## src/rtl/dense_argmax_pkg.sv

```systemverilog
// Shared definitions for the dense stages: score width, index-width helper,
// argmax FSM states and the sign-magnitude ordering used by every comparator.
package dense_argmax_pkg;

    localparam int DATA_WIDTH = 8;

    typedef enum logic {
        IDLE    = 1'b0,
        COLLECT = 1'b1
    } argmax_state_t;

    // Bits needed to hold 'value'; never less than one so CLASSES=1 still gets a port.
    function automatic int clogb2(input int value);
        int v;
        int r;
        v = value;
        for (r = 0; v > 0; r++) begin
            v = v >> 1;
        end
        if (r == 0) begin
            r = 1;
        end
        return r;
    endfunction

    // Strict a > b on sign-magnitude words; +0 and -0 are equal.
    function automatic logic sm_gt(input logic a_sign, input logic [31:0] a_mag,
                                   input logic b_sign, input logic [31:0] b_mag);
        logic both_zero;
        both_zero = (a_mag == 32'd0) && (b_mag == 32'd0);
        if (a_sign != b_sign) begin
            return !a_sign && !both_zero;
        end else if (!a_sign) begin
            return a_mag > b_mag;
        end else begin
            return a_mag < b_mag;
        end
    endfunction

endpackage

```

## src/rtl/float_gt.sv

```systemverilog
// Combinational strict greater-than on two sign-magnitude score words.
module float_gt import dense_argmax_pkg::*; #(
    parameter int DATA_WIDTH = 8
) (
    input  logic [DATA_WIDTH-1:0] a,
    input  logic [DATA_WIDTH-1:0] b,
    output logic                  a_gt_b
);

    localparam int MSB = DATA_WIDTH - 1;

    assign a_gt_b = sm_gt(a[MSB], 32'(a[MSB-1:0]), b[MSB], 32'(b[MSB-1:0]));

endmodule

```

## src/rtl/dense_argmax.sv

```systemverilog
// Streaming argmax over CLASSES sign-magnitude scores per frame, one result pulse per frame.
// Define DENSE_ARGMAX_SCORES_EN to add a readable buffer of the scores seen so far.
module dense_argmax import dense_argmax_pkg::*; #(
    parameter int CLASSES    = 7,
    parameter int DATA_WIDTH = 8
) (
    input  logic                          clk,
    input  logic                          rst,
    input  logic                          clear_i,
    input  logic                          valid_i,
    input  logic [DATA_WIDTH-1:0]         data_i,
`ifdef DENSE_ARGMAX_SCORES_EN
    input  logic [clogb2(CLASSES-1)-1:0]  rd_addr_i,
    output logic [DATA_WIDTH-1:0]         rd_data_o,
`endif
    output logic                          valid_o,
    output logic [clogb2(CLASSES-1)-1:0]  class_o,
    output logic [DATA_WIDTH-1:0]         max_o,
    output logic                          busy_o
);

    localparam int             IW   = clogb2(CLASSES - 1);
    localparam logic [IW-1:0]  LAST = IW'(CLASSES - 1);

    argmax_state_t           state;
    logic [IW-1:0]           count;
    logic [DATA_WIDTH-1:0]   run_max;
    logic [IW-1:0]           run_idx;

    logic                    data_gt;
    logic                    take;
    logic [DATA_WIDTH-1:0]   next_max;
    logic [IW-1:0]           next_idx;

    float_gt #(.DATA_WIDTH(DATA_WIDTH)) u_cmp (
        .a      (data_i),
        .b      (run_max),
        .a_gt_b (data_gt)
    );

    // The first score of a frame always wins; later ones only on strictly greater.
    assign take     = (state == IDLE) || data_gt;
    assign next_max = take ? data_i : run_max;
    assign next_idx = take ? count  : run_idx;
    assign busy_o   = (count != '0);

    always_ff @(posedge clk or posedge rst) begin
        if (rst) begin
            state   <= IDLE;
            count   <= '0;
            run_max <= '0;
            run_idx <= '0;
            valid_o <= 1'b0;
            class_o <= '0;
            max_o   <= '0;
        end else begin
            valid_o <= 1'b0;
            if (clear_i) begin
                state   <= IDLE;
                count   <= '0;
                run_max <= '0;
                run_idx <= '0;
            end else if (valid_i) begin
                if (count == LAST) begin
                    state   <= IDLE;
                    count   <= '0;
                    run_max <= '0;
                    run_idx <= '0;
                    valid_o <= 1'b1;
                    class_o <= next_idx;
                    max_o   <= next_max;
                end else begin
                    state   <= COLLECT;
                    count   <= count + 1'b1;
                    run_max <= next_max;
                    run_idx <= next_idx;
                end
            end
        end
    end

`ifdef DENSE_ARGMAX_SCORES_EN
    logic                  accept;
    logic [DATA_WIDTH-1:0] scores [CLASSES];

    assign accept = valid_i && !clear_i;

    // Survives clear_i on purpose so an aborted frame can still be inspected.
    always_ff @(posedge clk or posedge rst) begin
        if (rst) begin
            for (int i = 0; i < CLASSES; i++) begin
                scores[i] <= '0;
            end
        end else if (accept) begin
            scores[count] <= data_i;
        end
    end

    assign rd_data_o = (32'(rd_addr_i) < CLASSES) ? scores[rd_addr_i] : '0;
`endif

endmodule

```

## config.mk

```make
export PLATFORM = sky130hd
export DESIGN_NAME = dense_argmax
export DESIGN_NICKNAME = d
export VERILOG_FILES = /design/src/rtl/dense_argmax_pkg.sv /design/src/rtl/float_gt.sv /design/src/rtl/dense_argmax.sv
export SDC_FILE = /design/constraint.sdc
export NUM_CORES = 1
export LEC_CHECK = 0
export ABC_AREA = 1
export BUFFER_PORTS_ARGS = -buffer_cell sky130_fd_sc_hd__buf_2
export CORE_ASPECT_RATIO = 1.1
export CORE_MARGIN = 3
export CORE_UTILIZATION = 41
export CTS_BUF_LIST = sky130_fd_sc_hd__clkbuf_4 sky130_fd_sc_hd__clkbuf_8 sky130_fd_sc_hd__clkbuf_16
export CTS_CLUSTER_SIZE = 10
export DETAILED_ROUTE_END_ITERATION = 12
export GPL_TIMING_DRIVEN = 0
export PLACE_DENSITY = 0.64
export SLEW_MARGIN = 10
export SYNTH_ARGS = -nofsm -noshare
export SYNTH_HDL_FRONTEND = slang
export SYNTH_SLANG_ARGS = --single-unit
```

## constraint.sdc

```tcl
create_clock -name clk -period 2.7 [get_ports clk]
set_input_delay 0.675 -clock clk [delete_from_list [all_inputs] [get_ports clk]]
set_output_delay 0.675 -clock clk [all_outputs]
set_load 0.005 [all_outputs]
```

## Word level (Yosys, flattened, before mapping)

Index checks and enable logic that the tools add are counted.

| word-level totals | value |
|---|---|
| logic and storage cells | 43 |
| bits in registers | 27 |

| operators by class | value |
|---|---|
| bitwise gates (word level) | 2 |
| order comparisons | 2 |
| muxes and demuxes | 19 |
| add/subtract/negate cells | 1 |
| reduce and logical (&&, ||, !) cells | 10 |
| eq/ne operators | 2 |

Operators by type and width:

| operator | number |
|---|---|
| 2-to-1 mux 8 bit | 4 |
| 2-to-1 mux 3 bit | 7 |
| logical NOT 7 bit | 2 |
| 2-to-1 mux 1 bit | 8 |
| > comparator 7 bit | 1 |
| less-than comparator 7 bit | 1 |
| adder 3 x 1 -> 3 bit (second input constant) | 1 |
| equality test 3 bit (second input constant) | 1 |
| AND reduction 3 bit | 1 |
| nonzero test 3 bit | 1 |
| logical AND 1 bit | 2 |
| logical NOT 1 bit | 2 |
| NOT 1 bit | 2 |
| nonzero test 2 bit | 1 |
| logical OR 1 bit | 1 |
| inequality test 1 bit | 1 |

## Depth between registers and ports, before layout

| logic depth | value |
|---|---|
| depth after elaboration | 10 |
| depth in mapped cells | 12 |
| depth with buffers taken out | 11 |

## By module

A second synthesis with hierarchy kept.

| unflattened totals | value |
|---|---|
| cells, all modules | 218 |
| area total of the unflattened synthesis | 1534.0 µm² |

Modules (own cells, without submodules):

| module | area an instance (µm²) | cells each | instances |
|---|---|---|---|
| dense_argmax | 1256.2 | 166 | 1 |
| float_gt | 277.8 | 52 | 1 |

## Worst setup path after synthesis

Ideal clock, no wire load.

| path | value |
|---|---|
| path kind | in2reg |
| start | input data_i[6] |
| end | register class_o[1] |
| data required time | 2.583 ns |
| slack | 0.758 ns |
| cell stages on the path | 10 |
| library setup time | 0.117 ns |
| path buffers | 1 |
| arrival | 1.824 ns |
| cells stage by stage | ha_1 -> nand2_1 -> inv_1 -> a21oi_1 -> nand2_1 -> nand2_1 -> buf_2 -> nand4_1 -> nand3_1 -> nand2_1 |

| between the ends | value |
|---|---|
| longest elaborated chain between the ends | 7 |

RTL lines:

| item | RTL line | RTL |
|---|---|---|
| start: declaration | dense_argmax.sv:11 | `input logic [DATA_WIDTH-1:0] data_i,` |
| parallel branches: the longest is 4 deep, another holds > comparator 7 bit | -- |  |
| 2-to-1 mux 1 bit (*) | dense_argmax_pkg.sv:31 | `if (a_sign != b_sign) begin` |
| logical OR 1 bit (*) | dense_argmax.sv:42 | `assign take = (state == IDLE) \|\| data_gt;` |
| 2-to-1 mux 3 bit (*) | dense_argmax.sv:44 | `assign next_idx = take ? count : run_idx;` |
| end signal: assignment | dense_argmax.sv:70 | `class_o <= next_idx;` |
| end: declaration | dense_argmax.sv:17 | `output logic [clogb2(CLASSES-1)-1:0] class_o,` |

Every way passes the cells marked *.
A chain may end at the register's enable or synchronous reset.

## Worst setup path in the final report

| path | value |
|---|---|
| start | register run_max[6] |
| end | register max_o[6] |

| between the ends | value |
|---|---|
| longest elaborated chain between the ends | 7 |

RTL lines:

| item | RTL line | RTL |
|---|---|---|
| start: declaration | dense_argmax.sv:27 | `logic [DATA_WIDTH-1:0] run_max;` |
| start signal: assignment | dense_argmax.sv:75 | `run_max <= next_max;` |
| parallel branches: the longest is 6 deep, another holds > comparator 7 bit | -- |  |
| 2-to-1 mux 8 bit (*) | dense_argmax.sv:43 | `assign next_max = take ? data_i : run_max;` |
| end signal: assignment | dense_argmax.sv:71 | `max_o <= next_max;` |
| end: declaration | dense_argmax.sv:18 | `output logic [DATA_WIDTH-1:0] max_o,` |

Marked as above.

==> results.yml <==
finish:
  fin_nets: 261
  drive_gt1_share_pct: 16.6
  n_antenna_cell: 0
  syn_to_final_growth_pct: 13.5
power_and_ir_drop:
  intPower_uw: 542
  p_leak_nw: 1.03
  p_sw_uw: 253
  power_density_mw_per_mm2: 450
  pwr-share-comb_pct: 21.3
  p_total_uw: 795
  switching_share_pct: 31.9
  vdd_drop_max_mv: 0.275
  clkPwrFrac_pct: 23.6
  p_seq_share_pct: 55.1
die:
  die_h_um: 70.6
  initial_core_util_pct: 44.5
  num_rows: 22
  ios: 25
  die_area_sq_mm: 0.00457
  core-area_sq_mm: 0.00350
  die_w_um: 64.7
clocking:
  clk_transition_reported_paths_ns: 0.17
  ctsHoldBuffers: 0
  cts_htree_levels: 1
  cts_buffers: 3
  cts.sinks: 27
  cts_buffer_depth: 2
  clock_latency_ns: 0.34
  clockRootBuffer: "clkbuf_4"
  cts_tree: "yes"
  cts.repair.resized: 0
  cts_setup_buffers: 0
grt:
  grt_pass1_vias: 1334
  grt_first_pass_wirelength_um: 5840
  grtUsageTotal_pct: 16.2
  globalRoute.totalOverflow: 0
  grt_max_degree: 28
  antenna_found_initial: 0
drt:
  firstDrtPassIters: 4
  drt_wl_total_um: 3470
  drc: 0
  route.detailed.wl_per_inst_um: 12.0
  detail-route-antenna-nets: 0
  viasPerCell: 4.87
  drt-initial-drc-count: 131
  dr_total_vias: 1406
critical_path:
  slowest_delay_ns: 0.41
  cpMostUsedCell: "nand2_1"
  path_max_fanout: 10
  cp_num_buf_inv: 3
  path_cells: "inv_1 -> ha_1 -> nand2_1 -> inv_1 -> a21oi_1 -> nand2_1 -> nand2_1 -> buf_2 -> nand4_1 -> nand3_1 -> nand2_1"
  cp_data_arrival_time_ns: 2.23
  cpMaxStageDelayCell: "dfrtp_1"
  worstSetupStartpointType: "flop"
  critPathKind: "reg2reg"
  crit_required_ns: 2.93
  worstSetupEndpointType: "flop"
  critPathTopFamily: "simple AND/OR/NAND/NOR gates"
placement:
  port_buffers: 24
  dp_hpwl_um: 2580
  pre_cts_slack_ns: 0.398
  place_congestion: 0.822
logic_synthesis:
  syn_avg_cell_area_sq_um: 7.30
  syn_area_sq_mm: 0.00156
  synth_cell_types: 22
  netlist_instances: 213
  ys_ff_latch: 27
  synth-seq-area-share_pct: 43.4
  yosys_warnings: 0
  syn-num-nets: 232
sta:
  max_freq_ghz: 0.502
  fin_tns_setup_ns: 0
  fin_crit_ns: 1.99
  layout_setup_ws_ns: 0.707
  final.period_utilization_pct: 73.8
  setup_viol_count_final: 0
  hold_viol: 0
  worst_pin_slew_ns: 0.998
  relSlewSlack_pct: 33.4
  slew_viol_final: 0
  fin_worst_skew_ns: 0.0179
  rsz0062_at_grt: "false"
run_status:
  run_status: "finished, final reports clean"
worst_hold_path:
  min_path_type: "reg2reg"
flow_run:
  maxCapViolations: 0
-- worst min-delay path, stage by stage (launching register included) --
cell and delay [ns]:
dfrtp_1 0.37, nand2_1 0.05, nand2_1 0.05
-- worst paths after layout --
| path | depth (start not counted) | slack (ns) | start | to |
|---|---|---|---|---|
| min in group asynchronous | 2 | 0.54 | rst | run_max[5] |
| setup / recovery | 11 | 0.71 | run_max[6] | max_o[6] |
| hold / removal | 2 | 0.49 | max_o[3] | max_o[3] |
| setup reg to reg | 11 | 0.71 | run_max[6] | max_o[6] |
| hold reg to reg | 2 | 0.49 | max_o[3] | max_o[3] |
| max in group asynchronous | 2 | 1.55 | rst | class_o[0] |
-- registers in the layout (all words and copies together) (netlist names) --
name	flops
class_o	3
count	3
max_o	8
run_idx	3
run_max	8
state	1
valid_o	1
-- routing by layer --
layer	wire length [um]	global-route usage (%)
met1	1540	21.1
met5	0	0
met4	50	4.93
met3	227	2.54
met2	1660	27.4
-- layout by cell type (no fill, tap or decap) --
cell        netlist  layout
nand2_1          76      76
nand4_1          10      10
buf_2             5      29
buf_6             1       1
nand3_2           1       1
nor2_2            1       1
nand3b_1          2       2
nand3_1          23      23
buf_4             1       1
clkbuf_4          0       3
nor3_1            1       1
a21oi_1           4       4
o21ai_0           2       2
a311oi_1          1       1
dfrtp_1          27      27
inv_1            33      33
nor2_1           13      13
clkbuf_1          1       1
nand2_2           1       1
clkinvlp_4        0       1
nor3_2            1       1
ha_1              7       7
o32ai_1           1       1
a21oi_2           1       1
-- through the flow --
| step | utilization, % | area (sq um) | hold WS, ns | instances |
|---|---|---|---|---|
| global placement | 49.6 | 1740 | 0.461 | 285 |
| floorplan | - | 1560 | 0.449 | 213 |
| CTS | 50.5 | 1770 | 0.498 | 289 |
| finish | 50.5 | 1770 | 0.492 | 289 |
| detailed placement | 49.6 | 1740 | 0.461 | 285 |
| global route | 50.5 | 1770 | 0.516 | 289 |
-- cell usage after synthesis (all sizes together) --
cell type | instances | area (sq um)
nand3 | 24 | 125
nand4 | 10 | 62.6
ha | 7 | 87.6
inv | 33 | 124
buf | 7 | 43.8
dfrtp | 27 | 676
a311oi | 1 | 8.76
nand2 | 77 | 292
o32ai | 1 | 8.76
clkbuf | 1 | 3.75
nor2 | 14 | 55.1
o21ai | 2 | 10.0
nand3b | 2 | 15.0
nor3 | 2 | 15.0
a21oi | 5 | 28.8
-- power by group through the flow --
stage	sequential (mW)	combinational (mW)	clock (mW)
2_1_floorplan	0.443	0.123	0
3_3_place_gp	0.446	0.167	0
3_5_place_dp	0.446	0.170	0
4_1_cts	0.438	0.171	0.192
5_1_grt	0.441	0.195	0.210
6_report	0.438	0.169	0.188
-- kinds of logic after synthesis --
kind of cell	synth area share [%]
flip-flops	43.4
buffers and inverters	11.0
adder cells (fa/ha/maj)	5.63
AND/OR/NAND/NOR	36.3
AO/OA/AOI/OAI	3.62
-- area by class of cell --
cell class / instances / area [sq um]
clock buffer: 3 / 22.5
sequential: 27 / 676
fill: 359 / 1730
buffer: 8 / 47.5
clock inverter: 1 / 7.51
tap: 48 / 60.1
inverter: 33 / 124
multi-input combinational: 145 / 708
timing repair buffer: 24 / 120
(Power assumes the default switching activity.)
